<file path="config.mk">
export PLATFORM = sky130hd
export DESIGN_NAME = cpu_exu_issue_flat
export DESIGN_NICKNAME = d
export VERILOG_FILES = /design/src/rtl/cpu_exu_issue_if.sv /design/src/rtl/cpu_exu_issue.sv /design/src/flat_wrapper.sv
export SDC_FILE = /design/constraint.sdc
export NUM_CORES = 1
export LEC_CHECK = 0
export ABC_CLOCK_PERIOD_IN_PS = 3350
export CORE_MARGIN = 5
export CORE_UTILIZATION = 48
export CTS_CLUSTER_DIAMETER = 30
export DETAILED_ROUTE_END_ITERATION = 8
export GPL_TIMING_DRIVEN = 0
export PLACE_DENSITY = 0.8
export SLEW_MARGIN = 15
export SYNTH_ARGS = -nofsm -noshare
export SYNTH_HDL_FRONTEND = slang
export SYNTH_SLANG_ARGS = --single-unit
</file>
<file path="constraint.sdc">
create_clock -name clk -period 3.35 [get_ports clk]
set_clock_uncertainty 0.15 [all_clocks]
set_input_delay 0.335 -clock clk [delete_from_list [all_inputs] [get_ports clk]]
set_output_delay 0.335 -clock clk [all_outputs]
set_load 0.01 [all_outputs]
</file>
<file path="src/rtl/cpu_exu_issue_if.sv">
// Operand/handshake bundle between the issue front end and its decode, RF, EXU and
// writeback neighbours. The issue block takes the slave side.
interface cpu_exu_issue_if;
  logic        dec_valid;
  logic        dec_ready;
  logic [4:0]  dec_alu_ctrl;
  logic [4:0]  dec_rs1;
  logic [4:0]  dec_rs2;
  logic [4:0]  dec_rd;
  logic        dec_rd_we;
  logic        dec_use_imm;
  logic [31:0] dec_imm;

  logic [4:0]  rf_rs1_addr;
  logic [31:0] rf_rs1_data;
  logic [4:0]  rf_rs2_addr;
  logic [31:0] rf_rs2_data;

  logic [4:0]  exu_alu_ctrl;
  logic [31:0] exu_in1;
  logic [31:0] exu_in2;
  logic        exu_wait;
  logic [31:0] exu_out;

  logic        wb_en;
  logic [4:0]  wb_rd;
  logic [31:0] wb_data;

  modport slave (
    input  dec_valid, dec_alu_ctrl, dec_rs1, dec_rs2, dec_rd, dec_rd_we, dec_use_imm, dec_imm,
    output dec_ready,
    output rf_rs1_addr, rf_rs2_addr,
    input  rf_rs1_data, rf_rs2_data,
    output exu_alu_ctrl, exu_in1, exu_in2, exu_wait,
    input  exu_out,
    output wb_en, wb_rd, wb_data
  );

  modport master (
    output dec_valid, dec_alu_ctrl, dec_rs1, dec_rs2, dec_rd, dec_rd_we, dec_use_imm, dec_imm,
    input  dec_ready,
    input  rf_rs1_addr, rf_rs2_addr,
    output rf_rs1_data, rf_rs2_data,
    input  exu_alu_ctrl, exu_in1, exu_in2, exu_wait,
    output exu_out,
    input  wb_en, wb_rd, wb_data
  );
endinterface

</file>
<file path="src/rtl/cpu_exu_issue.sv">
// EXU issue/writeback front end: op FIFO, RF read, EX->issue forwarding, tagged writeback.
// Optional ISSUE_BYPASS_EN lets a decode op issue straight from dec_* when the FIFO is empty.
module cpu_exu_issue #(
  parameter int unsigned DEPTH = 4,
  parameter int unsigned PTR_W = 2
) (
  input logic          clk,
  input logic          rst_n,
  input logic          flush_flag,
  input logic          stall_in,
  cpu_exu_issue_if.slave bus
);

  typedef struct packed {
    logic [4:0]  ctrl;
    logic [4:0]  rs1;
    logic [4:0]  rs2;
    logic [4:0]  rd;
    logic        rd_we;
    logic        use_imm;
    logic [31:0] imm;
  } op_t;

  localparam logic [PTR_W:0] CountFull = DEPTH[PTR_W:0];

  op_t              mem_q [DEPTH];
  logic [PTR_W-1:0] rd_ptr_q, rd_ptr_d;
  logic [PTR_W-1:0] wr_ptr_q, wr_ptr_d;
  logic [PTR_W:0]   count_q, count_d;
  logic             ex_valid_q, ex_valid_d;
  logic             ex_we_q, ex_we_d;
  logic [4:0]       ex_rd_q, ex_rd_d;

  op_t  dec_op, head;
  logic empty, full, push, pop, issue, wr_en;
  logic ex_fwd_ok, fwd1, fwd2;

  assign dec_op = '{ctrl:    bus.dec_alu_ctrl,
                    rs1:     bus.dec_rs1,
                    rs2:     bus.dec_rs2,
                    rd:      bus.dec_rd,
                    rd_we:   bus.dec_rd_we,
                    use_imm: bus.dec_use_imm,
                    imm:     bus.dec_imm};

  assign empty         = (count_q == '0);
  assign full          = (count_q == CountFull);
  // Ready deliberately ignores a same-cycle pop, so a full FIFO never accepts.
  assign bus.dec_ready = rst_n & ~flush_flag & ~full;
  assign push          = bus.dec_valid & bus.dec_ready;
  assign pop           = rst_n & ~empty & ~stall_in & ~flush_flag;

`ifdef ISSUE_BYPASS_EN
  logic bypass;
  assign bypass = empty & push & ~stall_in;
  assign head   = bypass ? dec_op : mem_q[rd_ptr_q];
  assign issue  = pop | bypass;
  assign wr_en  = push & ~bypass;
`else
  assign head   = mem_q[rd_ptr_q];
  assign issue  = pop;
  assign wr_en  = push;
`endif

  // Operand read and forwarding from the op currently in EX.
  assign bus.rf_rs1_addr  = head.rs1;
  assign bus.rf_rs2_addr  = head.rs2;
  assign bus.exu_alu_ctrl = head.ctrl;
  assign bus.exu_wait     = ~issue;

  assign ex_fwd_ok   = ex_valid_q & ex_we_q & (ex_rd_q != 5'd0);
  assign fwd1        = ex_fwd_ok & (ex_rd_q == head.rs1);
  assign fwd2        = ex_fwd_ok & (ex_rd_q == head.rs2);
  assign bus.exu_in1 = fwd1 ? bus.exu_out : bus.rf_rs1_data;
  assign bus.exu_in2 = head.use_imm ? head.imm : (fwd2 ? bus.exu_out : bus.rf_rs2_data);

  assign bus.wb_en   = rst_n & ex_fwd_ok & ~flush_flag;
  assign bus.wb_rd   = ex_rd_q;
  assign bus.wb_data = bus.exu_out;

  always_comb begin
    rd_ptr_d   = rd_ptr_q;
    wr_ptr_d   = wr_ptr_q;
    count_d    = count_q;
    ex_valid_d = issue;
    ex_rd_d    = head.rd;
    ex_we_d    = head.rd_we;
    if (wr_en) wr_ptr_d = wr_ptr_q + 1'b1;
    if (pop)   rd_ptr_d = rd_ptr_q + 1'b1;
    unique case ({wr_en, pop})
      2'b10:   count_d = count_q + 1'b1;
      2'b01:   count_d = count_q - 1'b1;
      default: count_d = count_q;
    endcase
    if (flush_flag) begin
      rd_ptr_d   = '0;
      wr_ptr_d   = '0;
      count_d    = '0;
      ex_valid_d = 1'b0;
    end
  end

  always_ff @(posedge clk) begin
    if (!rst_n) begin
      rd_ptr_q   <= '0;
      wr_ptr_q   <= '0;
      count_q    <= '0;
      ex_valid_q <= 1'b0;
      ex_rd_q    <= 5'd0;
      ex_we_q    <= 1'b0;
    end else begin
      rd_ptr_q   <= rd_ptr_d;
      wr_ptr_q   <= wr_ptr_d;
      count_q    <= count_d;
      ex_valid_q <= ex_valid_d;
      ex_rd_q    <= ex_rd_d;
      ex_we_q    <= ex_we_d;
    end
  end

  // Storage needs no reset; count and pointers define which entries are live.
  always_ff @(posedge clk) begin
    if (wr_en) mem_q[wr_ptr_q] <= dec_op;
  end

endmodule

</file>
<file path="src/flat_wrapper.sv">
// flat-port wrapper written by rule: the top's interface ports become plain ports
module cpu_exu_issue_flat 
#(
  parameter int unsigned DEPTH = 4,
  parameter int unsigned PTR_W = 2
)
  (clk, rst_n, flush_flag, stall_in, bus_dec_valid, bus_dec_alu_ctrl, bus_dec_rs1, bus_dec_rs2, bus_dec_rd, bus_dec_rd_we, bus_dec_use_imm, bus_dec_imm, bus_dec_ready, bus_rf_rs1_addr, bus_rf_rs2_addr, bus_rf_rs1_data, bus_rf_rs2_data, bus_exu_alu_ctrl, bus_exu_in1, bus_exu_in2, bus_exu_wait, bus_exu_out, bus_wb_en, bus_wb_rd, bus_wb_data);
  cpu_exu_issue_if bus_i ();
  input logic clk;
  input logic rst_n;
  input logic flush_flag;
  input logic stall_in;
  input wire logic [$bits(bus_i.dec_valid)-1:0] bus_dec_valid;
  input wire logic [$bits(bus_i.dec_alu_ctrl)-1:0] bus_dec_alu_ctrl;
  input wire logic [$bits(bus_i.dec_rs1)-1:0] bus_dec_rs1;
  input wire logic [$bits(bus_i.dec_rs2)-1:0] bus_dec_rs2;
  input wire logic [$bits(bus_i.dec_rd)-1:0] bus_dec_rd;
  input wire logic [$bits(bus_i.dec_rd_we)-1:0] bus_dec_rd_we;
  input wire logic [$bits(bus_i.dec_use_imm)-1:0] bus_dec_use_imm;
  input wire logic [$bits(bus_i.dec_imm)-1:0] bus_dec_imm;
  output wire logic [$bits(bus_i.dec_ready)-1:0] bus_dec_ready;
  output wire logic [$bits(bus_i.rf_rs1_addr)-1:0] bus_rf_rs1_addr;
  output wire logic [$bits(bus_i.rf_rs2_addr)-1:0] bus_rf_rs2_addr;
  input wire logic [$bits(bus_i.rf_rs1_data)-1:0] bus_rf_rs1_data;
  input wire logic [$bits(bus_i.rf_rs2_data)-1:0] bus_rf_rs2_data;
  output wire logic [$bits(bus_i.exu_alu_ctrl)-1:0] bus_exu_alu_ctrl;
  output wire logic [$bits(bus_i.exu_in1)-1:0] bus_exu_in1;
  output wire logic [$bits(bus_i.exu_in2)-1:0] bus_exu_in2;
  output wire logic [$bits(bus_i.exu_wait)-1:0] bus_exu_wait;
  input wire logic [$bits(bus_i.exu_out)-1:0] bus_exu_out;
  output wire logic [$bits(bus_i.wb_en)-1:0] bus_wb_en;
  output wire logic [$bits(bus_i.wb_rd)-1:0] bus_wb_rd;
  output wire logic [$bits(bus_i.wb_data)-1:0] bus_wb_data;
  assign bus_i.dec_valid = bus_dec_valid;
  assign bus_i.dec_alu_ctrl = bus_dec_alu_ctrl;
  assign bus_i.dec_rs1 = bus_dec_rs1;
  assign bus_i.dec_rs2 = bus_dec_rs2;
  assign bus_i.dec_rd = bus_dec_rd;
  assign bus_i.dec_rd_we = bus_dec_rd_we;
  assign bus_i.dec_use_imm = bus_dec_use_imm;
  assign bus_i.dec_imm = bus_dec_imm;
  assign bus_dec_ready = bus_i.dec_ready;
  assign bus_rf_rs1_addr = bus_i.rf_rs1_addr;
  assign bus_rf_rs2_addr = bus_i.rf_rs2_addr;
  assign bus_i.rf_rs1_data = bus_rf_rs1_data;
  assign bus_i.rf_rs2_data = bus_rf_rs2_data;
  assign bus_exu_alu_ctrl = bus_i.exu_alu_ctrl;
  assign bus_exu_in1 = bus_i.exu_in1;
  assign bus_exu_in2 = bus_i.exu_in2;
  assign bus_exu_wait = bus_i.exu_wait;
  assign bus_i.exu_out = bus_exu_out;
  assign bus_wb_en = bus_i.wb_en;
  assign bus_wb_rd = bus_i.wb_rd;
  assign bus_wb_data = bus_i.wb_data;
  cpu_exu_issue #(.DEPTH(DEPTH), .PTR_W(PTR_W)) u_core (.clk(clk), .rst_n(rst_n), .flush_flag(flush_flag), .stall_in(stall_in), .bus(bus_i));
endmodule
</file>
Yosys cells after proc, flatten, opt, wreduce, memory -nomap -nowiden
Memories as Yosys holds them, arrays and structs flattened. A register that Yosys moved wholly into a read port is not among the register bits.
Cells that the tools add are included.
Word-level totals
  word-level logic and storage cells: 46
  memories: 1
  RAM bits: 216
  output and inout bits: 119
  register bits: 14
  input port bits: 155
Operators by class
  bitwise operators: 18
  eq/ne operators: 5
  add/subtract/negate cells: 4
  mux-type cells: 8
  reduce and logical (&&, ||, !) cells: 4
Memory list
  u_core.mem_q: words 4, bits a word 54, read ports 1, clocked after Yosys merged registers in 1, wr ports 1, RTL line cpu_exu_issue.sv:26  | op_t mem_q [DEPTH];
Operators with widths (count)
  2-to-1 mux 32 bit: 3
  bitwise AND 1 bit: 12
  == test 5 bit: 2
  inverter 1 bit: 6
  case mux 3 bit (2 select lines): 1
  nonzero test 5 bit: 1
  adder 2 x 1 -> 2 bit (second input constant): 2
  2-to-1 mux 2 bit: 2
  adder 3 x 1 -> 3 bit (second input constant): 1
  == test 3 bit (second input constant): 1
  logical NOT 3 bit: 1
  subtractor 3 x 1 -> 3 bit (second input constant): 1
  == test 2 x 1 -> 1 bit (second input constant): 1
  == test 2 bit (second input constant): 1
  2-to-1 mux 1 bit: 2
  nonzero test 2 bit: 1
  OR reduction 2 bit: 1

Longest topological paths before layout
  depth in word-level cells: 7
  gate-level depth with buffers: 10
  depth with buffers taken out: 10

Least setup slack after synthesis
OpenSTA, ideal clock, no wires.
  kind: input port to flip-flop
  start point: input flush_flag
  end point: memory u_core.mem_q[0][0] (netlist name) (enable)
  arrival time: 2.265 ns
  stages: 3
  setup time: 0.418 ns
  path slack: 0.517 ns
  path buffers: 0
  cell sequence: nand2b_1 a31oi_1 and3_1
Between the ends
  cells in the longest elaborated chain, start to end: 6
Ends and longest elaborated chain
  from (decl): RTL line flat_wrapper.sv:11  | input logic flush_flag;
  inverter 1 bit: RTL line cpu_exu_issue.sv:49  | assign bus.dec_ready = rst_n & ~flush_flag & ~full;
  bitwise AND 1 bit (2 in series): RTL line cpu_exu_issue.sv:49
  net bus_dec_ready: RTL line flat_wrapper.sv:21  | output wire logic [$bits(bus_i.dec_ready)-1:0] bus_dec_ready;
  bitwise AND 1 bit: RTL line cpu_exu_issue.sv:50  | assign push = bus.dec_valid & bus.dec_ready;
  2-to-1 mux 1 bit: RTL line cpu_exu_issue.sv:123  | if (wr_en) mem_q[wr_ptr_q] <= dec_op;
  2-to-1 mux 1 bit (not written as such): RTL line cpu_exu_issue.sv:123
  to (decl): RTL line cpu_exu_issue.sv:26
The timed path passes the listed nets, and every way through them passes these cells.

==> flow_results.xml <==
<?xml version="1.0" encoding="UTF-8"?>
<metrics>
  <group name="logic_synthesis">
    <metric name="number_of_enable_type_register_cells_in_the_synthesized_netlist" unit="">216</metric>
    <metric name="synth_area_leaders" unit="">edfxtp_1 (65%), mux4_2 (12%), mux2_4 (4.5%)</metric>
    <metric name="yosys.cell_types.count" unit="">34</metric>
    <metric name="synthArstFlopShare" unit="%">0</metric>
    <metric name="syn_avg_cell_area" unit="um2">19.10</metric>
    <metric name="ys_ff_latch" unit="">232</metric>
    <metric name="syn_area" unit="um2">10010</metric>
    <metric name="netlist_instances" unit="">524</metric>
    <metric name="yosysWarningCount" unit="">0</metric>
    <metric name="synth_top_area_share" unit="%">64.79</metric>
    <metric name="synth_top_cells_by_count" unit="">edfxtp_1 (216), mux4_2 (52), buf_4 (47)</metric>
    <metric name="syn-num-nets" unit="">685</metric>
    <metric name="most_common_flop_cell_mapped_by_yosys" unit="">edfxtp_1</metric>
    <metric name="synth_seq_area_share" unit="%">67.99</metric>
    <metric name="synth.largest_area_cell" unit="">edfxtp_1</metric>
    <metric name="synth_most_common_cell" unit="">edfxtp_1</metric>
  </group>
  <group name="clocking">
    <metric name="cts_tree" unit="">done</metric>
    <metric name="clkTransAtPathRegs" unit="ps">50</metric>
    <metric name="tritoncts.num_buffers" unit="">39</metric>
    <metric name="cts_buffer_depth" unit="">3</metric>
    <metric name="cts.sinks" unit="">232</metric>
    <metric name="cts_max_level" unit="">2</metric>
    <metric name="root_buffer" unit="">clkbuf_16</metric>
    <metric name="worstSkewPairLatency" unit="ps">500</metric>
  </group>
  <group name="placement">
    <metric name="placedInstanceArea" unit="um2">13180</metric>
    <metric name="port_buffers" unit="">273</metric>
    <metric name="dp.final_hpwl" unit="um">18630</metric>
    <metric name="dp_slack" unit="ps">-505.3</metric>
    <metric name="place.gp.congestion" unit="">0.8964</metric>
  </group>
  <group name="final_layout">
    <metric name="multi_input_comb_area" unit="um2">2761</metric>
    <metric name="finish.instance_area" unit="um2">14850</metric>
    <metric name="final_layout_size_suffix_gt1_share" unit="%">36.30</metric>
    <metric name="finish.net_count" unit="">1029</metric>
    <metric name="area.sequential" unit="um2">6809</metric>
    <metric name="fill_cells" unit="">1211</metric>
    <metric name="area_growth_from_synthesis_to_final_layout" unit="%">48.29</metric>
  </group>
  <group name="worst_setup_path">
    <metric name="critical_path.cell_chain" unit="">buf_8, buf_12, mux4_2, xnor2_2, nand4_1, nor4_4, buf_12, buf_8, buf_16, mux2_4, buf_6</metric>
    <metric name="rr_startpoint" unit="">u_core.count_q[0]</metric>
    <metric name="critical_path.startpoint_type" unit="">flop</metric>
    <metric name="worst-endpoint-arrival" unit="ps">3110</metric>
    <metric name="crit-reg2reg-capture" unit="">u_core.count_q[2]</metric>
    <metric name="critical_path_required" unit="ps">2860</metric>
    <metric name="setup.worst_path.end_class" unit="">primary output</metric>
    <metric name="timing_worst_setup_path_type" unit="">flop to primary output</metric>
    <metric name="critical_path.max_stage_delay" unit="ps">530</metric>
    <metric name="worst-r2r-setup-slack" unit="ps">790</metric>
    <metric name="r2r.worst_path.cells" unit="">8</metric>
    <metric name="critical_path.slowest_cell" unit="">mux4_2</metric>
    <metric name="critical_path_fanouts_max" unit="">7</metric>
  </group>
  <group name="grt">
    <metric name="number_of_global_route_vias_before_repair" unit="">6694</metric>
    <metric name="grt_first_pass_wirelength" unit="um">41280</metric>
    <metric name="grt.total_usage" unit="%">22.58</metric>
    <metric name="grt_max_degree" unit="">38</metric>
    <metric name="grt_antenna_before_repair" unit="">3</metric>
    <metric name="globalRouteOverflowTotal" unit="">0</metric>
  </group>
  <group name="power_and_ir_drop">
    <metric name="power.internal" unit="mW">6.083</metric>
    <metric name="leakage" unit="nW">5.267</metric>
    <metric name="power.switching" unit="mW">1.577</metric>
    <metric name="totalPowerFinal" unit="mW">7.661</metric>
    <metric name="switching_share" unit="%">20.59</metric>
    <metric name="ir_worst_vdd" unit="V">0.0003714</metric>
    <metric name="share_comb_of_total_power" unit="%">7.7</metric>
    <metric name="p_clk_share" unit="%">50.4</metric>
    <metric name="seq_power_share" unit="%">41.9</metric>
    <metric name="pwr_density_cell" unit="nW/um2">516.0</metric>
  </group>
  <group name="floorplanning">
    <metric name="io-pin-count" unit="">274</metric>
    <metric name="die_x" unit="um">154.4</metric>
    <metric name="floorplan.die_area" unit="um2">23840</metric>
    <metric name="fp.dieH" unit="um">154.4</metric>
    <metric name="std_cell_rows" unit="">52</metric>
    <metric name="initial_standard_cell_utilization_of_the_core" unit="%">49.16</metric>
    <metric name="core" unit="um2">20360</metric>
  </group>
  <group name="sta">
    <metric name="slew_viol_final" unit="">0</metric>
    <metric name="grt_setup_unrepaired" unit="">true</metric>
    <metric name="finalSetupViolCount" unit="">64</metric>
    <metric name="whs" unit="ps">290.4</metric>
    <metric name="min_period_over_period" unit="%">107.3</metric>
    <metric name="report.final.hold_viol_count" unit="">0</metric>
    <metric name="timing.slew.headroom" unit="%">53.64</metric>
    <metric name="finalCriticalPeriod" unit="ps">3594</metric>
    <metric name="worst_slack" unit="ps">-244.3</metric>
    <metric name="max_clock_freq" unit="MHz">278.2</metric>
    <metric name="max_slew.worst_pin.slew" unit="ps">695.4</metric>
  </group>
  <group name="routing">
    <metric name="wl_cell" unit="um">23.45</metric>
    <metric name="drtAntennaViolNets" unit="">0</metric>
    <metric name="detail_route.iter0.violations" unit="">407</metric>
    <metric name="met2_wirelength" unit="um">14730</metric>
    <metric name="postRouteWirelength" unit="um">27440</metric>
    <metric name="route.met3.wl" unit="um">1912</metric>
    <metric name="post_drt_via_cell_ratio" unit="">5.309</metric>
    <metric name="drc" unit="">0</metric>
    <metric name="wire_length_on_met1" unit="um">10090</metric>
    <metric name="top_layer_used" unit="">met5</metric>
    <metric name="detailedRoute.firstPassIterationCount" unit="">5</metric>
    <metric name="vias" unit="">6212</metric>
  </group>
  <group name="run_status">
    <metric name="status" unit="">complete, but fails checks</metric>
    <metric name="violated_checks" unit="">negative setup slack</metric>
  </group>
  <group name="worst_hold_path">
    <metric name="hold_path.startpoint" unit="">stall_in</metric>
    <metric name="hold_path_class" unit="">input port to flop</metric>
    <metric name="worst_hold_path.num_cells" unit="">2</metric>
    <metric name="worst_hold_path.endpoint" unit="">u_core.ex_valid_q</metric>
  </group>
  <group name="flow_run">
    <metric name="drv.max_cap_violation_count" unit="">0</metric>
  </group>
</metrics>
-- routing by layer --
layer,GRT usage (%),up-vias
met1,27.00,3117
met4,7.822,2
met5,0,-
li1,-,2775
met2,40.18,268
met3,5.281,50
-- logic make-up (layout without fill, tap and decap cells) --
logic type               count (synthesis)  count (layout)  synth area share [%]
adder cells (fa/ha/maj)                  6               6                0.8249
AO/OA/AOI/OAI                           39              39                 3.587
XOR/XNOR                                14              14                 1.225
flip-flops                             232             232                 67.99
other                                    0               2                     0
AND/OR/NAND/NOR                         67              67                 4.100
multiplexers                            86              86                 16.95
buffers and inverters                   80             454                 5.324
-- cells in the final DEF (no fill, tap or decap), types with 3 or more instances in the layout --
master             n
a221o_1           32
and2_1            39
and3_4             4
buf_12            12
buf_2             34
buf_4             58
buf_6             47
buf_8              5
bufinv_16          4
clkbuf_1          12
clkbuf_16         40
clkdlybuf4s50_1  209
clkinv_1           3
clkinv_2           5
clkinv_4           4
dfxtp_1           14
edfxtp_1         216
ha_1               5
inv_1              7
inv_6              6
mux2_4            32
mux4_2            54
nand2_1            4
nor2_1             7
nor3_1             4
xnor2_1            3
xnor2_2            3
xor2_1             5
xor2_2             3
-- power groups by stage --
stage	clock network [mW]	registers, mW	logic (mW)
2_1_floorplan	0	3.27	0.184
3_5_place_dp	0	3.27	0.583
6_report	3.86	3.21	0.587
5_1_grt	4.08	3.21	0.619
3_3_place_gp	0	3.27	0.567
4_1_cts	3.91	3.21	0.577
-- worst max path at each step --
stage	endpoint	cells past startpoint
floorplan	u_core.mem_q[0][0]	3
global placement	u_core.mem_q[0][17]	4
detailed placement	bus_exu_in2[19]	9
CTS	bus_exu_in1[28]	11
global route	bus_exu_in1[22]	10
finish	bus_exu_in1[9]	11
-- worst max-delay path, delay by kind of cell, from the launching register on --
family | cells | cell delay (ps)
XOR/XNOR | 1 | 180
buffers and inverters | 6 | 770
flip-flops | 1 | 340
multiplexers | 2 | 840
AND/OR/NAND/NOR | 2 | 470
-- sequential cells by signal, indices dropped and copies added (netlist names), named ones only --
signal             cells
u_core.wr_ptr_q        2
u_core.rd_ptr_q        2
u_core.bus.wb_rd       5
u_core.mem_q         216
u_core.ex_we_q         1
u_core.ex_valid_q      1
u_core.count_q         3
-- stage by stage --
stage | util [%] | cells | setup TNS, ps
3_5_place_dp | 64.73 | 1071 | -30100
6_report | 72.90 | 1170 | -12550
2_1_floorplan | - | 524 | 0
5_1_grt | 72.90 | 1170 | -19100
4_1_cts | 72.40 | 1167 | -11790
3_3_place_gp | 64.24 | 1067 | -236820
-- timing repair --
item | in CTS | in global routing
hold buffers | 0 | 0
pin swaps | 9 | 7
cloned | 6 | 0
setup buffers | 21 | 3
endpoints found under the setup margin | 69 | 69
gates resized for setup | 326 | 33
-- area by class of cell --
type / count / share of cell area (%)
flip-flops and latches: 232 / 45.87
repair buffers: 307 / 20.56
multi-input cells: 212 / 18.60
clock buffers: 46 / 6.894
plain buffers: 69 / 3.801
well taps: 270 / 2.276
clock inverters: 25 / 1.787
inverters: 7 / 0.1770
diodes: 2 / 0.03371
(Power assumes the default switching activity.)
